==> src/rtl/uart_tx_serial_pkg.sv <==
// uart_tx_serial_pkg: constants shared along the UART path.
// FSM state encodings, ASCII codes and the bit-period helper.
package uart_tx_serial_pkg;

  localparam logic [1:0] ST_IDLE  = 2'd0;
  localparam logic [1:0] ST_START = 2'd1;
  localparam logic [1:0] ST_DATA  = 2'd2;
  localparam logic [1:0] ST_STOP  = 2'd3;

  localparam logic [7:0] ASCII_CR = 8'd13;
  localparam logic [7:0] ASCII_LF = 8'd10;
  localparam logic [7:0] ASCII_SP = 8'd32;

  function automatic int clks_per_bit(
    input int clk_freq,
    input int baud
  );
    return clk_freq / baud;
  endfunction

endpackage

==> src/rtl/uart_baud_gen.sv <==
// uart_baud_gen: bit-period counter producing one tick per bit.
// Shared by the UART transmitter and receiver.
module uart_baud_gen #(
  parameter int CLKS_PER_BIT = 868
) (
  input  logic clk,
  input  logic rst,
  input  logic clr,
  input  logic en,
  output logic tick
);

  localparam int W =
    (CLKS_PER_BIT > 1) ? $clog2(CLKS_PER_BIT) : 1;
  localparam logic [W-1:0] LAST = W'(CLKS_PER_BIT - 1);

  logic [W-1:0] cnt;

  assign tick = en && (cnt == LAST);

  always_ff @(posedge clk or posedge rst) begin
    if (rst) begin
      cnt <= '0;
    end else if (clr) begin
      cnt <= '0;
    end else if (en) begin
      cnt <= tick ? '0 : cnt + W'(1);
    end
  end

endmodule

==> src/rtl/uart_tx_serial.sv <==
// uart_tx_serial: 8N1 UART transmitter, LSB first.
// Accepts a byte on tstart && tready and drives a registered txd.
module uart_tx_serial
  import uart_tx_serial_pkg::*;
#(
  parameter int CLK_FREQ  = 100_000_000,
  parameter int BAUD      = 115_200,
  parameter int STOP_BITS = 1
) (
  input  logic       clk,
  input  logic       rst,
  input  logic       tstart,
  input  logic [7:0] tbus,
  output logic       tready,
  output logic       txd
);

  localparam int CLKS_PER_BIT = clks_per_bit(CLK_FREQ, BAUD);
  localparam logic [2:0] LAST_STOP = 3'(STOP_BITS - 1);

  if (CLKS_PER_BIT < 2) begin : g_bad_cpb
    $error("uart_tx_serial: CLKS_PER_BIT must be >= 2");
  end
  if (STOP_BITS != 1 && STOP_BITS != 2) begin : g_bad_stop
    $error("uart_tx_serial: STOP_BITS must be 1 or 2");
  end

  logic [1:0] state;
  logic [7:0] shift;
  logic [2:0] bit_idx;
  logic       tick;
  logic       accept;
  logic       busy;

  assign accept = tready && tstart;
  assign busy   = (state != ST_IDLE);

  uart_baud_gen #(
    .CLKS_PER_BIT(CLKS_PER_BIT)
  ) u_baud (
    .clk (clk),
    .rst (rst),
    .clr (accept),
    .en  (busy),
    .tick(tick)
  );

  // bit_idx counts data bits in DATA and stop bits in STOP
  always_ff @(posedge clk or posedge rst) begin
    if (rst) begin
      state   <= ST_IDLE;
      txd     <= 1'b1;
      tready  <= 1'b1;
      shift   <= '0;
      bit_idx <= '0;
    end else begin
      unique case (state)
        ST_IDLE: begin
          if (accept) begin
            shift   <= tbus;
            tready  <= 1'b0;
            txd     <= 1'b0;
            bit_idx <= '0;
            state   <= ST_START;
          end
        end
        ST_START: begin
          if (tick) begin
            txd     <= shift[0];
            bit_idx <= '0;
            state   <= ST_DATA;
          end
        end
        ST_DATA: begin
          if (tick) begin
            if (bit_idx == 3'd7) begin
              txd     <= 1'b1;
              bit_idx <= '0;
              state   <= ST_STOP;
            end else begin
              shift   <= {1'b0, shift[7:1]};
              txd     <= shift[1];
              bit_idx <= bit_idx + 3'd1;
            end
          end
        end
        ST_STOP: begin
          if (tick) begin
            if (bit_idx == LAST_STOP) begin
              tready  <= 1'b1;
              bit_idx <= '0;
              state   <= ST_IDLE;
            end else begin
              bit_idx <= bit_idx + 3'd1;
            end
          end
        end
        default: begin
          state <= ST_IDLE;
        end
      endcase
    end
  end

endmodule

==> config.mk <==
export PLATFORM = sky130hd
export DESIGN_NAME = uart_tx_serial
export DESIGN_NICKNAME = d
export VERILOG_FILES = /design/src/rtl/uart_tx_serial_pkg.sv /design/src/rtl/uart_baud_gen.sv /design/src/rtl/uart_tx_serial.sv
export SDC_FILE = /design/constraint.sdc
export NUM_CORES = 1
export LEC_CHECK = 0
export CORE_UTILIZATION = 45
export CTS_CLUSTER_DIAMETER = 30
export DETAILED_ROUTE_END_ITERATION = 6
export GPL_TIMING_DRIVEN = 1
export PLACE_DENSITY_LB_ADDON = 0.1
export SLEW_MARGIN = 10
export SYNTH_ARGS = -nofsm -noshare
export SYNTH_HDL_FRONTEND = slang
export SYNTH_SLANG_ARGS = --single-unit
==> constraint.sdc <==
create_clock -name clk -period 2.8 [get_ports clk]
set_input_delay 0.28 -clock clk [delete_from_list [all_inputs] [get_ports clk]]
set_output_delay 0.28 -clock clk [all_outputs]
set_load 0.01 [all_outputs]
==> results of run 1 <==
## per-stage QoR
stage | total power (W) | area (um^2) | cells | hold slack [ps]
after CTS | 0.0005630 | 1663 | 194 | 489.0
after detailed placement | 0.0003961 | 1637 | 190 | 475.6
after global placement | 0.0003954 | 1637 | 190 | 475.8
final | 0.0005523 | 1663 | 194 | 450.7
after floorplan | 0.0003778 | 1458 | 135 | 305.8
after global routing | 0.0005753 | 1663 | 194 | 532.6
## cell type report
type	count	area, um^2
inverters	9	33.78
fillers	290	1390
well taps	44	55.05
flip-flops and latches	25	628.1
repair buffers	15	142.6
multi-input cells	97	777.0
clock buffers	4	26.28
## routing by layer
| layer | wire length (um) | share of wire (%) | up-vias |
|---|---|---|---|
| li1 | - | - | 513 |
| met1 | 1340 | 51 | 488 |
| met2 | 1176 | 45 | 16 |
| met3 | 65 | 2.5 | 4 |
| met4 | 38 | 1.4 | 0 |
| met5 | 0 | 0 | - |
## worst min path at each step
stage / end / slack (ps) / cells past startpoint / from
floorplan: bit_idx[0] / 310 / 1 / rst
global placement: shift[7] / 480 / 1 / shift[7]
detailed placement: shift[7] / 480 / 1 / shift[7]
CTS: u_baud.cnt[6] / 490 / 2 / rst
global route: shift[7] / 530 / 1 / shift[7]
finish: u_baud.cnt[6] / 450 / 2 / rst
## cells by family after synthesis
kind of cell               Yosys count
buffers and inverters               13
xor gates and xnor gates             6
DFF                                 25
AOI/OAI and AO/OA                   20
muxes                               19
adders and majority gates            9
and+or+nand+nor                     43
## registers in the layout, summed over array words and instances (netlist names)
register / cells
bit_idx: 3
state: 2
tready: 1
u_baud.cnt: 10
shift: 8
txd: 1
## power groups by stage
stage                     Sequential [W]  Combinational [W]  Clock [W]
final                           0.000361          0.0000271   0.000164
after global routing            0.000361          0.0000306   0.000183
after CTS                       0.000361          0.0000282   0.000173
after detailed placement        0.000368          0.0000282          0
after global placement          0.000368          0.0000275          0
after floorplan                 0.000368         0.00000987          0
## placed cells by master, fill, tap and decap left out, drive strengths merged, types with 2 or more instances in the layout
cell and instances:
dfrtp 23, mux2 17, nor2 12, clkdlybuf4s50 12
inv 9, ha 9, nand2 8, o21ai 6
nor3 5, xnor2 4, clkbuf 4, nand2b 3
a21boi 3, buf 3, xor2 2, or3 2
a21oi 2, nand4 2, nor4 2, nor2b 2
mux2i 2, dfstp 2, o31ai 2, nor4b 2
## worst max-delay path, delay by kind of cell (launching register included)
family,cells,cell delay [ps]
fa+ha+maj,1,320
buf+inv,1,100
flops,1,410
mux,1,340
simple gates,3,950
==> results.py, run 1 <==
metrics = {
    "status": {
        "outcome": "finished clean",
    },
    "pwr": {
        "p_leak_nw": 0.7300,
        "combPwrFrac_pct": 4.9,
        "p_sw_share_pct": 21.47,
        "clkPwrFrac_pct": 29.7,
        "p_switching_w": 0.0001186,
        "seqPwrFrac_pct": 65.4,
        "internal_power_w": 0.0004337,
        "ir_worst_vdd_mv": 0.2173,
        "p_per_area_nw_per_um2": 332.1,
    },
    "routing": {
        "viasPerCell": 5.263,
        "dr_total_vias": 1021,
        "drc": 0,
        "first_pass_iters": 4,
        "drt_iter0_markers": 19,
        "ant_nets": 0,
        "post_drt_wl_per_cell_um": 13.51,
        "finalWirelength_um": 2621,
    },
    "setup_path": {
        "reg2reg_to": "bit_idx[0]",
        "crit_path_max_fanout": 10,
        "reg2reg_slack_ps": 580,
        "slowest_delay_ps": 450,
        "cp.required_ps": 3020,
        "r2r_start": "state[0]",
        "crit_arrival_ps": 2440,
        "endpoint": "bit_idx[0]",
        "endpoint_kind": "flip-flop",
        "crit_path_top_delay_cell": "or3_1",
        "critical_path_class": "flip-flop to flip-flop",
        "cp-startpoint": "state[0]",
        "cp-start-kind": "flip-flop",
        "cp_cell_sequence": "inv_1 -> ha_1 -> nand4b_1 -> or3_1 -> nand2_1 -> mux2_2",
        "r2r_cells": 6,
    },
    "logic_synthesis": {
        "synth_top_area_cell": "dfrtp_1",
        "yosys_register_bits": 25,
        "synth_nets": 155,
        "synth_edf_count": 0,
        "synthDominantCellAreaShare_pct": 39.48,
        "syn_area_um2": 1458,
        "synthTopCellsByArea": "dfrtp_1 (39%), mux2_2 (13%), ha_1 (7.7%)",
        "synthMuxAreaShare_pct": 14.51,
        "synth_seq_area_share_pct": 43.09,
        "ys_async_sr_fraction_pct": 100.0,
        "syn_avg_cell_area_um2": 10.80,
        "synth-simple-area-share_pct": 17.25,
        "synth.most_common_cell": "dfrtp_1",
        "ys_top_cells_by_count": "dfrtp_1 (23), mux2_2 (17), nor2_1 (12)",
        "synthAdderAreaFrac_pct": 7.725,
        "synth_compound_area_share_pct": 10.21,
        "synthCells": 135,
        "synth-xor-area-share_pct": 3.605,
        "yosysWarnings": 0,
        "synth_ff_type": "dfrtp_1",
        "synth_top_family_by_area": "simple AND/OR/NAND/NOR gates",
        "ys_types": 39,
    },
    "cts": {
        "cts_buffer_depth": 2,
        "ctsHoldBuffers": 0,
        "insertion_delay_ps": 320,
        "numClockSinks": 25,
        "clockRootBuffer": "clkbuf_4",
        "cts_tree": "done",
        "post-cts-setup-buffer-count": 0,
        "htreeDepth": 1,
        "numCtsBuffers": 3,
        "path_clk_slew_ps": 140,
        "ctsResizeCount": 0,
    },
    "timing": {
        "timing.fmax_mhz": 450.2,
        "worstMarginPinSlew_ps": 933.4,
        "drv_slew": 0,
        "fin_ws_ps": 578.7,
        "fin_crit_ps": 2221,
        "rsz0062_at_grt": "no",
        "setup_viol": 0,
        "skew_ps": 4.293,
        "hold_viol": 0,
        "setup_tns_ps": 0,
        "finalCritPeriodShare_pct": 79.33,
        "slew-limit-headroom_pct": 37.70,
    },
    "global_routing": {
        "grt_use_met1_pct": 25.07,
        "track_usage_pct": 17.63,
        "grt.met2_usage_pct": 27.27,
        "overflow": 0,
        "grt_pass1_wl_um": 4609,
        "antenna_found_initial": 0,
        "busiest_layer": "met2",
        "grt_pass1_vias": 1012,
        "grtUsageMet3_pct": 2.198,
        "grt_start_max_net_pins": 26,
    },
    "die": {
        "rows": 20,
        "die_area_um2": 3471,
        "coreArea_um2": 3053,
        "start_util_pct": 47.75,
        "io_pins": 13,
        "fp.dieH_um": 58.92,
        "dieWidth_um": 58.92,
    },
    "flow_run": {
        "maxCapViolations": 0,
    },
    "place": {
        "pre_cts_ws_ps": 599.2,
        "dp.final_hpwl_um": 1939,
        "numPortBuffers": 12,
        "place.gp.congestion": 0.7642,
    },
    "layout": {
        "n_antenna_cell": 0,
        "drive_above_1_share_pct": 20.67,
        "finalNetCount": 171,
        "area_growth_pct": 14.08,
        "final_util_pct": 54.47,
    },
    "hold_path": {
        "hold_class": "primary input to async pin",
    },
}
No activity file was read; power rests on OpenSTA's default activity.
==> run 2, diff against run 1 <==
==> constraint.sdc (replaced) <==
create_clock -name clk -period 1.8 [get_ports clk]
set_input_delay 0.18 -clock clk [delete_from_list [all_inputs] [get_ports clk]]
set_output_delay 0.18 -clock clk [all_outputs]
set_load 0.01 [all_outputs]
==> results.py, run 2 (synthesis gave the netlist of run 1 again) <==
metrics = {
    "status": {
        "outcome": "finished, violations left",
        "violations": "setup timing",
    },
    "pwr": {
        "p_switching_w": 0.0001894,
        "p_sw_share_pct": 22.00,
        "internal_power_w": 0.0006714,
        "ir_worst_vdd_mv": 0.3791,
        "seqPwrFrac_pct": 65.3,
        "p_total_w": 0.0008608,
        "clkPwrFrac_pct": 29.8,
        "p_per_area_nw_per_um2": 450.8,
        "combPwrFrac_pct": 4.9,
        "p_leak_nw": 0.8680,
    },
    "layout": {
        "largest_reg_flops": 10,
        "drive_above_1_share_pct": 37.36,
        "area_growth_pct": 30.99,
        "finalNetCount": 195,
        "finish.instance_area_um2": 1909,
        "n_antenna_cell": 0,
        "final_common_cell": "buf_4",
        "final_cell_mix": "buf_4 (26), dfrtp_1 (23), mux2_2 (15)",
        "top_regs": "u_baud.cnt x10, shift x8, bit_idx x3",
        "largest_register": "u_baud.cnt",
    },
    "cts": {
        "numCtsBuffers": 3,
        "htreeDepth": 1,
        "cts_buffer_depth": 2,
        "path_clk_slew_ps": 140,
        "cts_tree": "done",
        "clockRootBuffer": "clkbuf_4",
        "insertion_delay_ps": 320,
        "numClockSinks": 25,
    },
    "setup_path": {
        "crit_arrival_ps": 2080,
        "crit_path_max_fanout": 8,
        "slowest_delay_ps": 580,
        "r2r_cells": 4,
        "critical_path_class": "flip-flop to flip-flop",
        "endpoint_kind": "flip-flop",
        "cp.required_ps": 2020,
        "crit_path_top_delay_cell": "or4b_4",
        "reg2reg_to": "shift[0]",
        "reg2reg_slack_ps": -60,
        "r2r_start": "u_baud.cnt[4]",
        "cp_cell_sequence": "or4b_4 -> nor4b_4 -> o21ai_4 -> mux2_4",
        "crit_buf_inv": 0,
        "crit_family": "simple AND/OR/NAND/NOR gates",
        "cp-start-kind": "flip-flop",
    },
    "place": {
        "pre_cts_ws_ps": -66.70,
        "postPlaceCellArea_um2": 1795,
        "numPortBuffers": 12,
        "dp.final_hpwl_um": 2045,
        "place.gp.congestion": 0.8993,
    },
    "die": {
        "dieWidth_um": 58.92,
        "coreArea_um2": 3053,
        "die_area_um2": 3471,
        "io_pins": 13,
        "fp.dieH_um": 58.92,
        "start_util_pct": 47.75,
        "rows": 20,
    },
    "routing": {
        "post_drt_wl_per_cell_um": 12.85,
        "ant_nets": 0,
        "first_pass_iters": 4,
        "drt_iter0_markers": 32,
        "viasPerCell": 5.078,
        "finalWirelength_um": 2802,
        "dr_total_vias": 1107,
        "drc": 0,
    },
    "timing": {
        "worstMarginPinSlew_ps": 318.2,
        "timing.fmax_mhz": 536.8,
        "finalCritPeriodShare_pct": 103.5,
        "skew_ps": 3.937,
        "fin_ws_ps": -62.97,
        "slew-limit-headroom_pct": 78.59,
        "rsz0062_at_grt": "yes",
        "drv_slew": 0,
        "setup_viol": 9,
        "fin_crit_ps": 1863,
        "hold_viol": 0,
    },
    "global_routing": {
        "overflow": 0,
        "track_usage_pct": 18.01,
        "antenna_found_initial": 0,
        "grt_pass1_vias": 1089,
        "grt_pass1_wl_um": 4767,
        "grt_start_max_net_pins": 26,
    },
    "hold_path": {
        "hold_class": "primary input to async pin",
    },
    "flow_run": {
        "maxCapViolations": 0,
    },
}
## run 2: changes by cell type in the layout (fill, tap and decap cells not counted), moves of 2 or more
cell	before	now
inv_2	0	2
mux2_4	0	2
nor3_1	4	1
buf_4	3	26
inv_1	9	7
mux2_2	17	15
nor3_2	1	4
## run 2: final cells by class
| class | instances | area, um^2 |
|---|---|---|
| Clock buffer | 3 | 22.52 |
| Clock inverter | 1 | 5.005 |
| Fill cell | 267 | 1144 |
| Inverter | 9 | 33.78 |
| Multi-Input combinational cell | 97 | 838.3 |
| Sequential cell | 25 | 628.1 |
| Tap cell | 44 | 55.05 |
| Timing Repair Buffer | 39 | 326.6 |
## run 2: through the flow
| stage | cells | hold slack, ps | TNS [ps] | util [%] |
|---|---|---|---|---|
| after floorplan | 135 | 205.8 | -465.3 | - |
| after global placement | 209 | 477.7 | -109.2 | 58.81 |
| after detailed placement | 209 | 487.4 | -275.0 | 58.81 |
| after CTS | 217 | 187.4 | -552.7 | 60.86 |
| after global routing | 218 | 215.1 | -1087 | 62.54 |
| final | 218 | 184.6 | -296.5 | 62.54 |
## run 2: what timing repair did
| item | 4_1_cts | 5_1_grt |
|---|---|---|
| setup endpoints to repair | 12 | 19 |
| resized for setup | 1 | 9 |
| pin swaps | 0 | 3 |
| hold buffers | 0 | 0 |
| setup buffers | 4 | 1 |
## run 2: metal layers
| metal | vias up | GRT usage [%] | wire [um] |
|---|---|---|---|
| met5 | - | 0 | 0 |
| met4 | 0 | 6.122 | 10 |
| met3 | 2 | 2.637 | 108 |
| met2 | 27 | 28.90 | 1319 |
| met1 | 523 | 24.90 | 1365 |
| li1 | 555 | - | - |
## run 2: power by group through the flow
stage,sequential [W],combinational (W),clock (W)
floorplan,0.000572,0.0000154,0
detailed placement,0.000572,0.0000437,0
global route,0.000562,0.0000481,0.000292
CTS,0.000562,0.0000439,0.000276
finish,0.000562,0.0000423,0.000256
global placement,0.000572,0.0000426,0
## run 2: worst reg2reg max path: stages, from the launching register on
cell	delay, ps
dfrtp_1	410
or4b_4	580
nor4b_4	320
o21ai_4	140
mux2_4	320
## run 2: how the worst max path moves through the flow
stage	startpoint	end	slack (ps)	cells past startpoint
floorplan	state[0]	bit_idx[0]	-140	7
global placement	u_baud.cnt[3]	bit_idx[0]	-40	4
detailed placement	u_baud.cnt[3]	bit_idx[0]	-70	4
CTS	state[0]	shift[4]	-60	7
global route	u_baud.cnt[4]	shift[0]	-130	4
finish	u_baud.cnt[4]	shift[0]	-60	4
